===== src/rtl/signal_debouncer_pkg.sv =====
// Shared definitions for the signal debouncer: counter sizing, parameter
// legality and the edge-event encoding used by each debounce cell.
package signal_debouncer_pkg;

    typedef enum logic [1:0] {
        EDGE_NONE = 2'b00,
        EDGE_RISE = 2'b01,
        EDGE_FALL = 2'b10
    } edge_e;

    function automatic int unsigned clog2(input int unsigned value);
        int unsigned result;
        result = 0;
        for (longint unsigned w = 1; w < longint'(value); w = w << 1) begin
            result++;
        end
        return result;
    endfunction

    // A single-cycle debounce still needs one bit of counter storage.
    function automatic int unsigned counter_width(input int unsigned debounce_cycles);
        int unsigned w;
        w = clog2(debounce_cycles);
        return (w < 1) ? 1 : w;
    endfunction

    function automatic bit params_legal(input int unsigned number_of_signals,
                                        input int unsigned debounce_cycles);
        return (number_of_signals >= 1) && (debounce_cycles >= 1);
    endfunction

endpackage


===== src/rtl/signal_debouncer_debounce_cell.sv =====
// Single-bit debounce: run-length counter, debounced level, one-cycle
// rise/fall pulses and a sticky change flag with set-over-clear priority.
module debounce_cell
    import signal_debouncer_pkg::*;
#(
    parameter int unsigned DEBOUNCE_CYCLES = 4,
    parameter logic        RST_LEVEL       = 1'b0
) (
    input  logic clk,
    input  logic srst_n,
    input  logic ena,
    input  logic sig,
    input  logic clr,
    output logic level,
    output logic rise,
    output logic fall,
    output logic changed,
    output logic changed_next
);

    localparam int unsigned    CW   = counter_width(DEBOUNCE_CYCLES);
    localparam logic [CW-1:0]  LAST = CW'(DEBOUNCE_CYCLES - 1);

    logic [CW-1:0] count;
    logic [CW-1:0] count_next;
    logic          level_next;
    edge_e         ev;

    always_comb begin
        count_next = count;
        level_next = level;
        ev         = EDGE_NONE;
        if (ena) begin
            if (sig == level) begin
                count_next = '0;
            end else if (count == LAST) begin
                count_next = '0;
                level_next = sig;
                ev         = sig ? EDGE_RISE : EDGE_FALL;
            end else begin
                count_next = count + 1'b1;
            end
        end
    end

    // A flip on the same edge as a clear wins, so no event is lost.
    always_comb begin
        changed_next = changed;
        if (ev != EDGE_NONE) begin
            changed_next = 1'b1;
        end else if (clr) begin
            changed_next = 1'b0;
        end
    end

    always_ff @(posedge clk) begin
        if (!srst_n) begin
            count   <= '0;
            level   <= RST_LEVEL;
            rise    <= 1'b0;
            fall    <= 1'b0;
            changed <= 1'b0;
        end else begin
            count   <= count_next;
            level   <= level_next;
            rise    <= (ev == EDGE_RISE);
            fall    <= (ev == EDGE_FALL);
            changed <= changed_next;
        end
    end

endmodule


===== src/rtl/signal_debouncer.sv =====
// Per-signal debounce and edge-event stage downstream of the glitch filter;
// one debounce cell per bit plus a registered any-change summary.
module signal_debouncer
    import signal_debouncer_pkg::*;
#(
    parameter int unsigned                  NUMBER_OF_SIGNALS = 1,
    parameter logic [NUMBER_OF_SIGNALS-1:0] RST_VALUE         = '0,
    parameter int unsigned                  DEBOUNCE_CYCLES   = 4
) (
    input  logic                         iClk,
    input  logic                         iSRst_n,
    input  logic                         iEna,
    input  logic [NUMBER_OF_SIGNALS-1:0] iSignal,
    input  logic [NUMBER_OF_SIGNALS-1:0] iClr,
    output logic [NUMBER_OF_SIGNALS-1:0] oLevel,
    output logic [NUMBER_OF_SIGNALS-1:0] oRise,
    output logic [NUMBER_OF_SIGNALS-1:0] oFall,
    output logic [NUMBER_OF_SIGNALS-1:0] oChanged,
    output logic                         oAnyChange
);

    if (!params_legal(NUMBER_OF_SIGNALS, DEBOUNCE_CYCLES)) begin : g_param_error
        $error("signal_debouncer: NUMBER_OF_SIGNALS and DEBOUNCE_CYCLES must both be >= 1");
    end

    logic [NUMBER_OF_SIGNALS-1:0] changed_next;

    for (genvar i = 0; i < NUMBER_OF_SIGNALS; i++) begin : g_cell
        debounce_cell #(
            .DEBOUNCE_CYCLES (DEBOUNCE_CYCLES),
            .RST_LEVEL       (RST_VALUE[i])
        ) u_cell (
            .clk          (iClk),
            .srst_n       (iSRst_n),
            .ena          (iEna),
            .sig          (iSignal[i]),
            .clr          (iClr[i]),
            .level        (oLevel[i]),
            .rise         (oRise[i]),
            .fall         (oFall[i]),
            .changed      (oChanged[i]),
            .changed_next (changed_next[i])
        );
    end

    // Built from next-state flags so it moves on the same edge as oChanged.
    always_ff @(posedge iClk) begin
        if (!iSRst_n) begin
            oAnyChange <= 1'b0;
        end else begin
            oAnyChange <= |changed_next;
        end
    end

endmodule


===== config.mk =====
export PLATFORM = sky130hd
export DESIGN_NAME = signal_debouncer
export DESIGN_NICKNAME = d
export VERILOG_FILES = /design/src/rtl/signal_debouncer_pkg.sv /design/src/rtl/signal_debouncer_debounce_cell.sv /design/src/rtl/signal_debouncer.sv
export SDC_FILE = /design/constraint.sdc
export NUM_CORES = 1
export LEC_CHECK = 0
export ABC_CLOCK_PERIOD_IN_PS = 1700
export BUFFER_PORTS_ARGS = -buffer_cell sky130_fd_sc_hd__clkbuf_2
export CELL_PAD_IN_SITES_DETAIL_PLACEMENT = 1
export CELL_PAD_IN_SITES_GLOBAL_PLACEMENT = 1
export CORE_AREA = 4 4 41 43
export DETAILED_ROUTE_END_ITERATION = 16
export DIE_AREA = 0 0 45 47
export PLACE_DENSITY_LB_ADDON = 0.1
export RECOVER_POWER = 100
export REMOVE_ABC_BUFFERS = 1
export SLEW_MARGIN = 25
export SYNTH_ARGS = -nofsm -noshare
export SYNTH_HDL_FRONTEND = slang
export SYNTH_HIERARCHICAL = 1
export SYNTH_SLANG_ARGS = --single-unit

===== constraint.sdc =====
create_clock -name iClk -period 1.7 [get_ports iClk]
set_clock_uncertainty 0.05 [all_clocks]
set_input_delay 0.34 -clock iClk [delete_from_list [all_inputs] [get_ports iClk]]
set_output_delay 0.34 -clock iClk [all_outputs]
set_load 0.02 [all_outputs]

* Word-level counts from Yosys, hierarchy flattened
Cells that the tools add are included.
Word-level totals: register bits after elaboration 6, input bits 5, output and inout port bits 5, word-level logic and storage cells 22
Operators by class: equality and inequality tests 4, $add $sub $neg 1, reduce and logical (&&, ||, !) cells 3, bitwise logic cells 1, mux-type cells 8
Operators with widths (number):
- $mux W2 | 6
- $eq A2 B2 Y1 const B | 2
- $reduce_bool A2 Y1 | 2
- $reduce_and A3 Y1 | 1
- $add A2 B1 Y2 const B | 1
- $eq A2 B1 Y1 const B | 1
- $mux W1 | 2
- $eq A1 B1 Y1 | 1
- $not A1 Y1 | 1

* Longest topological paths before layout
Gate-level depths: netlist (run 1).
depth after elaboration 6, mapped depth 4

* By module
Netlist (run 1), hierarchy kept.
By module, submodules not included:
- debounce_cell | instances 1, area each 254.0 sq um, cells an instance 28
- signal_debouncer | instances 1, area each 26.3 sq um, cells an instance 2

* Worst setup path after synthesis (run 1)
Ideal clock, no wire load.
path type register -> register, start register g_cell[0].u_cell.level, end register oAnyChange, path buffers 0, stages on the path, launching flop included 4, period minus slack after synthesis 1.022 ns, library setup time 0.115 ns, arrival 0.857 ns, slack 0.678 ns, required time 1.535 ns, cell sequence dfxtp_1 nand4b_1 nand3_1 and2_1
Between the ends: cells in the longest elaborated chain, start to end 5
RTL lines:
- from (decl) | line signal_debouncer_debounce_cell.sv:14 | output logic level,
- from (signal assigned) | line signal_debouncer_debounce_cell.sv:65 | level <= level_next;
- $eq A1 B1 Y1 | line signal_debouncer_debounce_cell.sv:34 | if (sig == level) begin
- $mux W2 | line signal_debouncer_debounce_cell.sv:34
- $mux W2 | line signal_debouncer_debounce_cell.sv:33 | if (ena) begin
- $reduce_bool A2 Y1 | line signal_debouncer_debounce_cell.sv:49 | if (ev != EDGE_NONE) begin
- $mux W1 | line signal_debouncer_debounce_cell.sv:49
- via changed_next | line signal_debouncer.sv:26 | logic [NUMBER_OF_SIGNALS-1:0] changed_next;
- to (signal assigned) | line signal_debouncer.sv:51 | oAnyChange <= |changed_next;
- to (decl) | line signal_debouncer.sv:19 | output logic oAnyChange
The timed path passes the listed nets, and every way through them passes these cells. A chain may end at the register's enable or synchronous reset.

* Worst setup path in the final report (run 1)
start register g_cell[0].u_cell.level, end output oLevel
RTL lines:
- to (decl) | line signal_debouncer.sv:15 | output logic [NUMBER_OF_SIGNALS-1:0] oLevel,
No word-level cell between the ends.

==> run_results.csv, run 1 <==
group,metric,value,unit
timing,setup_ws,408,ps
global_route,grt_pass1_wl,1060,um
global_route,overflow,0,
hold_path,min_path_cells,2,
floorplanning,die_area,0.00212,mm^2
power_and_ir_drop,total_power,338,uW
timing,max_freq,774,MHz
power_and_ir_drop,peakVddDrop,0.000290,V
logic_synthesis,ys_types,12,
setup_path,cp-start-kind,"flop",
timing,fin_crit,1290,ps
timing,rsz0062_at_grt,"false",
setup_path,slowest_stage,"dfxtp_1",
logic_synthesis,ys_seq_area_share,50.0,%
outcome,status,"finished, final reports clean",
final_layout,final_cell_mix,"7 x dfxtp_1, 6 x clkbuf_1, 4 x nand3_1, 4 x clkbuf_2",
setup_path,worst_ep_required_time,1310,ps
setup_path,path_cells,"clkbuf_1",
logic_synthesis,synth_area,280,um^2
final_layout,fin_nets,51,
power_and_ir_drop,p_per_area,930,mW/mm^2
placement,place_inst,54,
logic_synthesis,synthTopCellsByArea,"dfxtp_1 50%, ha_1 8.9%, nand3_1 7.1%",
placement,post-place-ws,580,ps
timing,period_share,76.0,%
logic_synthesis,synth_top_area_share,50.0,%
setup_path,path_max_fanout,5,
setup_path,path_class,"flop to output pin",
cts,cts_tree,"yes",
flow_run,max-cap-violations,0,
logic_synthesis,ys_ff_latch,7,
placement,port_buffers,9,
cts,cts_inserted_buffers,3,
detailed_routing,drt-pass1-iter-count,2,
detailed_routing,dr.first_iter.drc_count,5,
detailed_routing,wl_per_cell,11.6,um
setup_path,crit_buf_inv,1,
power_and_ir_drop,leakage,0.156,nW
setup_path,r2r_setup_slack,590,ps
detailed_routing,drcViolationCount,0,
cts,hold_buffers,0,
timing,finalHoldViolations,0,
final_layout,antennaDiodeCount,0,
cts,insertion_delay,250,ps
cts,cts_sinks,7,
timing,whs,274,ps
cts,cts-root-buf,"clkbuf_4",
floorplanning,fp-row-count,13,
detailed_routing,num_vias,262,
timing,finalSetupViolCount,0,
hold_path,hold_end,"oAnyChange$_SDFF_PN0_",
cts,ctsHtreeMaxLevel,1,
floorplanning,die_w,45,um
timing,tightest_slew,255,ps
logic_synthesis,syn_area_per_cell,9.34,um^2
setup_path,slowest_delay,400,ps
setup_path,ff2ff_path_depth,4,
global_route,grt_max_degree,9,
final_layout,final_common_cell,"dfxtp_1",
setup_path,r2r_end,"oAnyChange$_SDFF_PN0_",
detailed_routing,totalWireLength,674,um
setup_path,crit_arrival,900,ps
cts,path_clk_slew,60,ps
timing,drv_slew,0,
global_route,grt_antenna_before_repair,0,
cts,post-cts-setup-buffer-count,0,
timing,tns,0,ps
global_route,grt_pass1_vias,262,
global_route,grt_usage,7.75,%
setup_path,endpoint_kind,"output pin",
final_layout,final_cell_count_no_fill,58,
floorplanning,pin_count,10,
final_layout,drive_above_1_share,16.3,%
final_layout,design_area,364,um^2
setup_path,r2r_start,"g_cell[0].u_cell/count[0]$_SDFFE_PN0P_",
detailed_routing,ant_nets,0,
logic_synthesis,yosys.area.top_type,"dfxtp_1",
floorplanning,fp.dieH,47,um
cts,cts_resized,0,
timing,relSlewSlack,83.1,%
placement,hpwl,527,um
setup_path,crit_family,"flip-flops",
floorplanning,initial_core_util,21.5,%
placement,placed_area,344,um^2
cts,clk_path_buf_depth,2,
hold_path,hold_class,"input pin to flop",
hold_path,min_from,"iSRst_n",
logic_synthesis,yosys_warnings,6,
final_layout,area_growth,29.9,%
placement,gp_congestion,0.706,
logic_synthesis,synthCells,30,
final_layout,utilization,28.0,%
floorplanning,core_area,0.00130,mm^2
detailed_routing,via_per_inst,4.52,
-- cell type report --
cell class | instances | area [um^2]
repair buffers | 9 | 38.8
flip-flops and latches | 7 | 140
fillers | 168 | 937
inverters | 1 | 3.75
clock buffers | 4 | 26.3
multi-input cells | 22 | 136
well taps | 15 | 18.8
-- per-layer routing --
layer | routed length (um) | track usage, % | vias to the layer above
li1 | - | - | 130
met1 | 274 | 7.29 | 121
met2 | 322 | 11.6 | 9
met3 | 71 | 3.83 | 2
met4 | 7 | 8.77 | 0
met5 | 0 | 0 | -
-- sequential cells by signal, indices dropped and copies added (netlist names) --
| name | count |
|---|---|
| oAnyChange | 1 |
| g_cell.u_cell/level | 1 |
| g_cell.u_cell/changed | 1 |
| g_cell.u_cell/rise | 1 |
| g_cell.u_cell/fall | 1 |
| g_cell.u_cell/count | 2 |
-- where the power goes --
group	internal [mW]	switching (mW)
sequential	0.166	0.00204
combinational	0.00787	0.0100
clock	0.0897	0.0627
-- worst max-delay path by stage --
stage	start	to	slack (ps)	cells past startpoint
after floorplan	g_cell[0].u_cell/level$_SDFFE_PN0P_	oAnyChange$_SDFF_PN0_	680	3
after global placement	g_cell[0].u_cell/count[0]$_SDFFE_PN0P_	oAnyChange$_SDFF_PN0_	610	4
after detailed placement	g_cell[0].u_cell/count[0]$_SDFFE_PN0P_	oAnyChange$_SDFF_PN0_	580	4
after CTS	g_cell[0].u_cell/level$_SDFFE_PN0P_	oLevel	460	1
after global routing	g_cell[0].u_cell/level$_SDFFE_PN0P_	oLevel	370	1
final	g_cell[0].u_cell/level$_SDFFE_PN0P_	oLevel	410	1
-- logic make-up (layout without fill, tap and decap cells) --
kind of cell / after synthesis / count (layout) / synth area share, %
buf+inv: 1 / 14 / 1.34
fa+ha+maj: 2 / 2 / 8.93
simple gates: 15 / 15 / 29.0
xor+xnor: 1 / 1 / 3.13
flops: 7 / 7 / 50.0
compound gates: 4 / 4 / 7.59
-- cells in the mapped netlist (all sizes together) --
library cell,count
xor2,1
nand4b,2
nand2,2
nor2,3
a21oi,3
nand3,4
inv,1
dfxtp,7
a31oi,1
nand2b,3
and2,1
ha,2
No activity file was read; power rests on OpenSTA's default activity.
==> inputs of run 2 (changes only) <==
ABC_CLOCK_PERIOD_IN_PS = 1200   (was 1700)
clock period = 1.2 ns   (was 1.7 ns; I/O delays follow)
==> run 2 against run 1 <==
Effect of this change: core utilization increased by 0.096 points; combinational power increased by 40%; critical path depth is the same; non-clock buffer count unchanged; global-route usage up 0.32 points; highest routed layer unchanged; first-iteration DRC count increased by 60%; setup slack got worse by 340 ps; largest cell class unchanged; clock power up 45%; cell count unchanged; final area increased by 0.34%; largest power group unchanged.
==> run_results.csv, run 2 (synthesis results as in run 1) <==
group,metric,value,unit
outcome,status,"finished, final reports clean",
detailed_routing,via_per_inst,4.34,
final_layout,largest_reg_flops,2,
timing,fin_crit,1130,ps
final_layout,final_cell_count_no_fill,58,
cts,hold_buffers,0,
global_route,grt_usage,8.07,%
timing,drv_slew,0,
cts,cts_sinks,7,
global_route,grt_pass1_wl,1110,um
cts,clk_path_buf_depth,2,
flow_run,max-cap-violations,0,
global_route,grt_pass1_vias,269,
global_route,overflow,0,
floorplanning,core_area,0.00130,mm^2
placement,hpwl,523,um
placement,port_buffers,9,
timing,period_share,94.6,%
timing,whs,171,ps
power_and_ir_drop,p_per_area,1320,mW/mm^2
timing,tns,0,ps
final_layout,fin_nets,51,
floorplanning,fp.dieH,47,um
cts,cts_inserted_buffers,3,
detailed_routing,wl_per_cell,11.6,um
global_route,grt_antenna_before_repair,0,
power_and_ir_drop,peakVddDrop,0.000387,V
power_and_ir_drop,leakage,0.159,nW
setup_path,path_class,"flop to output pin",
setup_path,path_max_fanout,5,
global_route,grt_max_degree,9,
floorplanning,initial_core_util,21.5,%
timing,finalHoldViolations,0,
floorplanning,pin_count,10,
placement,place_inst,54,
hold_path,hold_class,"input pin to flop",
setup_path,crit_buf_inv,1,
floorplanning,die_w,45,um
power_and_ir_drop,total_power,483,uW
final_layout,regMostFlops,"g_cell.u_cell/count",
detailed_routing,num_vias,252,
timing,finalSetupViolCount,0,
setup_path,endpoint_kind,"output pin",
setup_path,cp-start-kind,"flop",
setup_path,slowest_stage,"dfxtp_1",
floorplanning,fp-row-count,13,
cts,cts_tree,"yes",
final_layout,antennaDiodeCount,0,
detailed_routing,drcViolationCount,0,
detailed_routing,dr.first_iter.drc_count,8,
setup_path,crit_arrival,840,ps
final_layout,final_common_cell,"dfxtp_1",
setup_path,crit_family,"flip-flops",
final_layout,drive_above_1_share,18.6,%
setup_path,slowest_delay,390,ps
timing,max_freq,881,MHz
floorplanning,die_area,0.00212,mm^2
setup_path,path_cells,"clkbuf_2",
detailed_routing,ant_nets,0,
placement,gp_congestion,0.707,
setup_path,worst_ep_required_time,910,ps
cts,cts_resized,0,
detailed_routing,totalWireLength,673,um
timing,relSlewSlack,83.3,%
cts,ctsHtreeMaxLevel,1,
final_layout,final_cell_mix,"7 x dfxtp_1, 5 x clkbuf_1, 5 x clkbuf_2",
timing,rsz0062_at_grt,"false",
detailed_routing,drt-pass1-iter-count,4,
cts,cts-root-buf,"clkbuf_4",
final_layout,area_growth,30.4,%
timing,tightest_slew,252,ps
cts,insertion_delay,250,ps
cts,path_clk_slew,50,ps
cts,post-cts-setup-buffer-count,0,
[run 2: cell counts in the layout (fill, tap and decap cells not counted)]
Identical to the previous run, type by type.
[run 2: worst paths after layout]
kind	slack, ps	to	depth (start not counted)	start
min	170	oAnyChange$_SDFF_PN0_	2	iSRst_n
max	70	oLevel	1	g_cell[0].u_cell/level$_SDFFE_PN0P_
max reg2reg	90	oAnyChange$_SDFF_PN0_	4	g_cell[0].u_cell/count[0]$_SDFFE_PN0P_
min reg2reg	450	g_cell[0].u_cell/count[1]$_SDFFE_PN0P_	2	g_cell[0].u_cell/count[1]$_SDFFE_PN0P_
[run 2: layer usage]
| metal | up-vias | part of all wire [%] | track usage [%] |
|---|---|---|---|
| li1 | 128 | - | - |
| met2 | 9 | 46 | 11.9 |
| met5 | - | 0 | 0 |
| met4 | 0 | 1.3 | 7.02 |
| met3 | 2 | 11 | 4.98 |
| met1 | 113 | 42 | 7.99 |
[run 2: where the power goes]
group / internal [mW] / switching [mW]
Clock: 0.127 / 0.0927
Combinational: 0.0111 / 0.0139
Sequential: 0.235 / 0.00270
[run 2: per-stage QoR]
| stage | utilization (%) | setup slack (ps) | area, um^2 |
|---|---|---|---|
| after floorplan | - | 178 | 280 |
| after global placement | 26.4 | 110 | 344 |
| after detailed placement | 26.4 | 82.8 | 344 |
| after CTS | 28.5 | 48.0 | 370 |
| after global routing | 28.1 | 16.1 | 365 |
| final | 28.1 | 65.2 | 365 |
[run 2: area by class of cell]
cell class,instances,area [um^2]
well taps,15,18.8
fillers,159,936
clock buffers,4,26.3
inverters,1,3.75
flip-flops and latches,7,140
multi-input cells,22,136
repair buffers,9,40.0
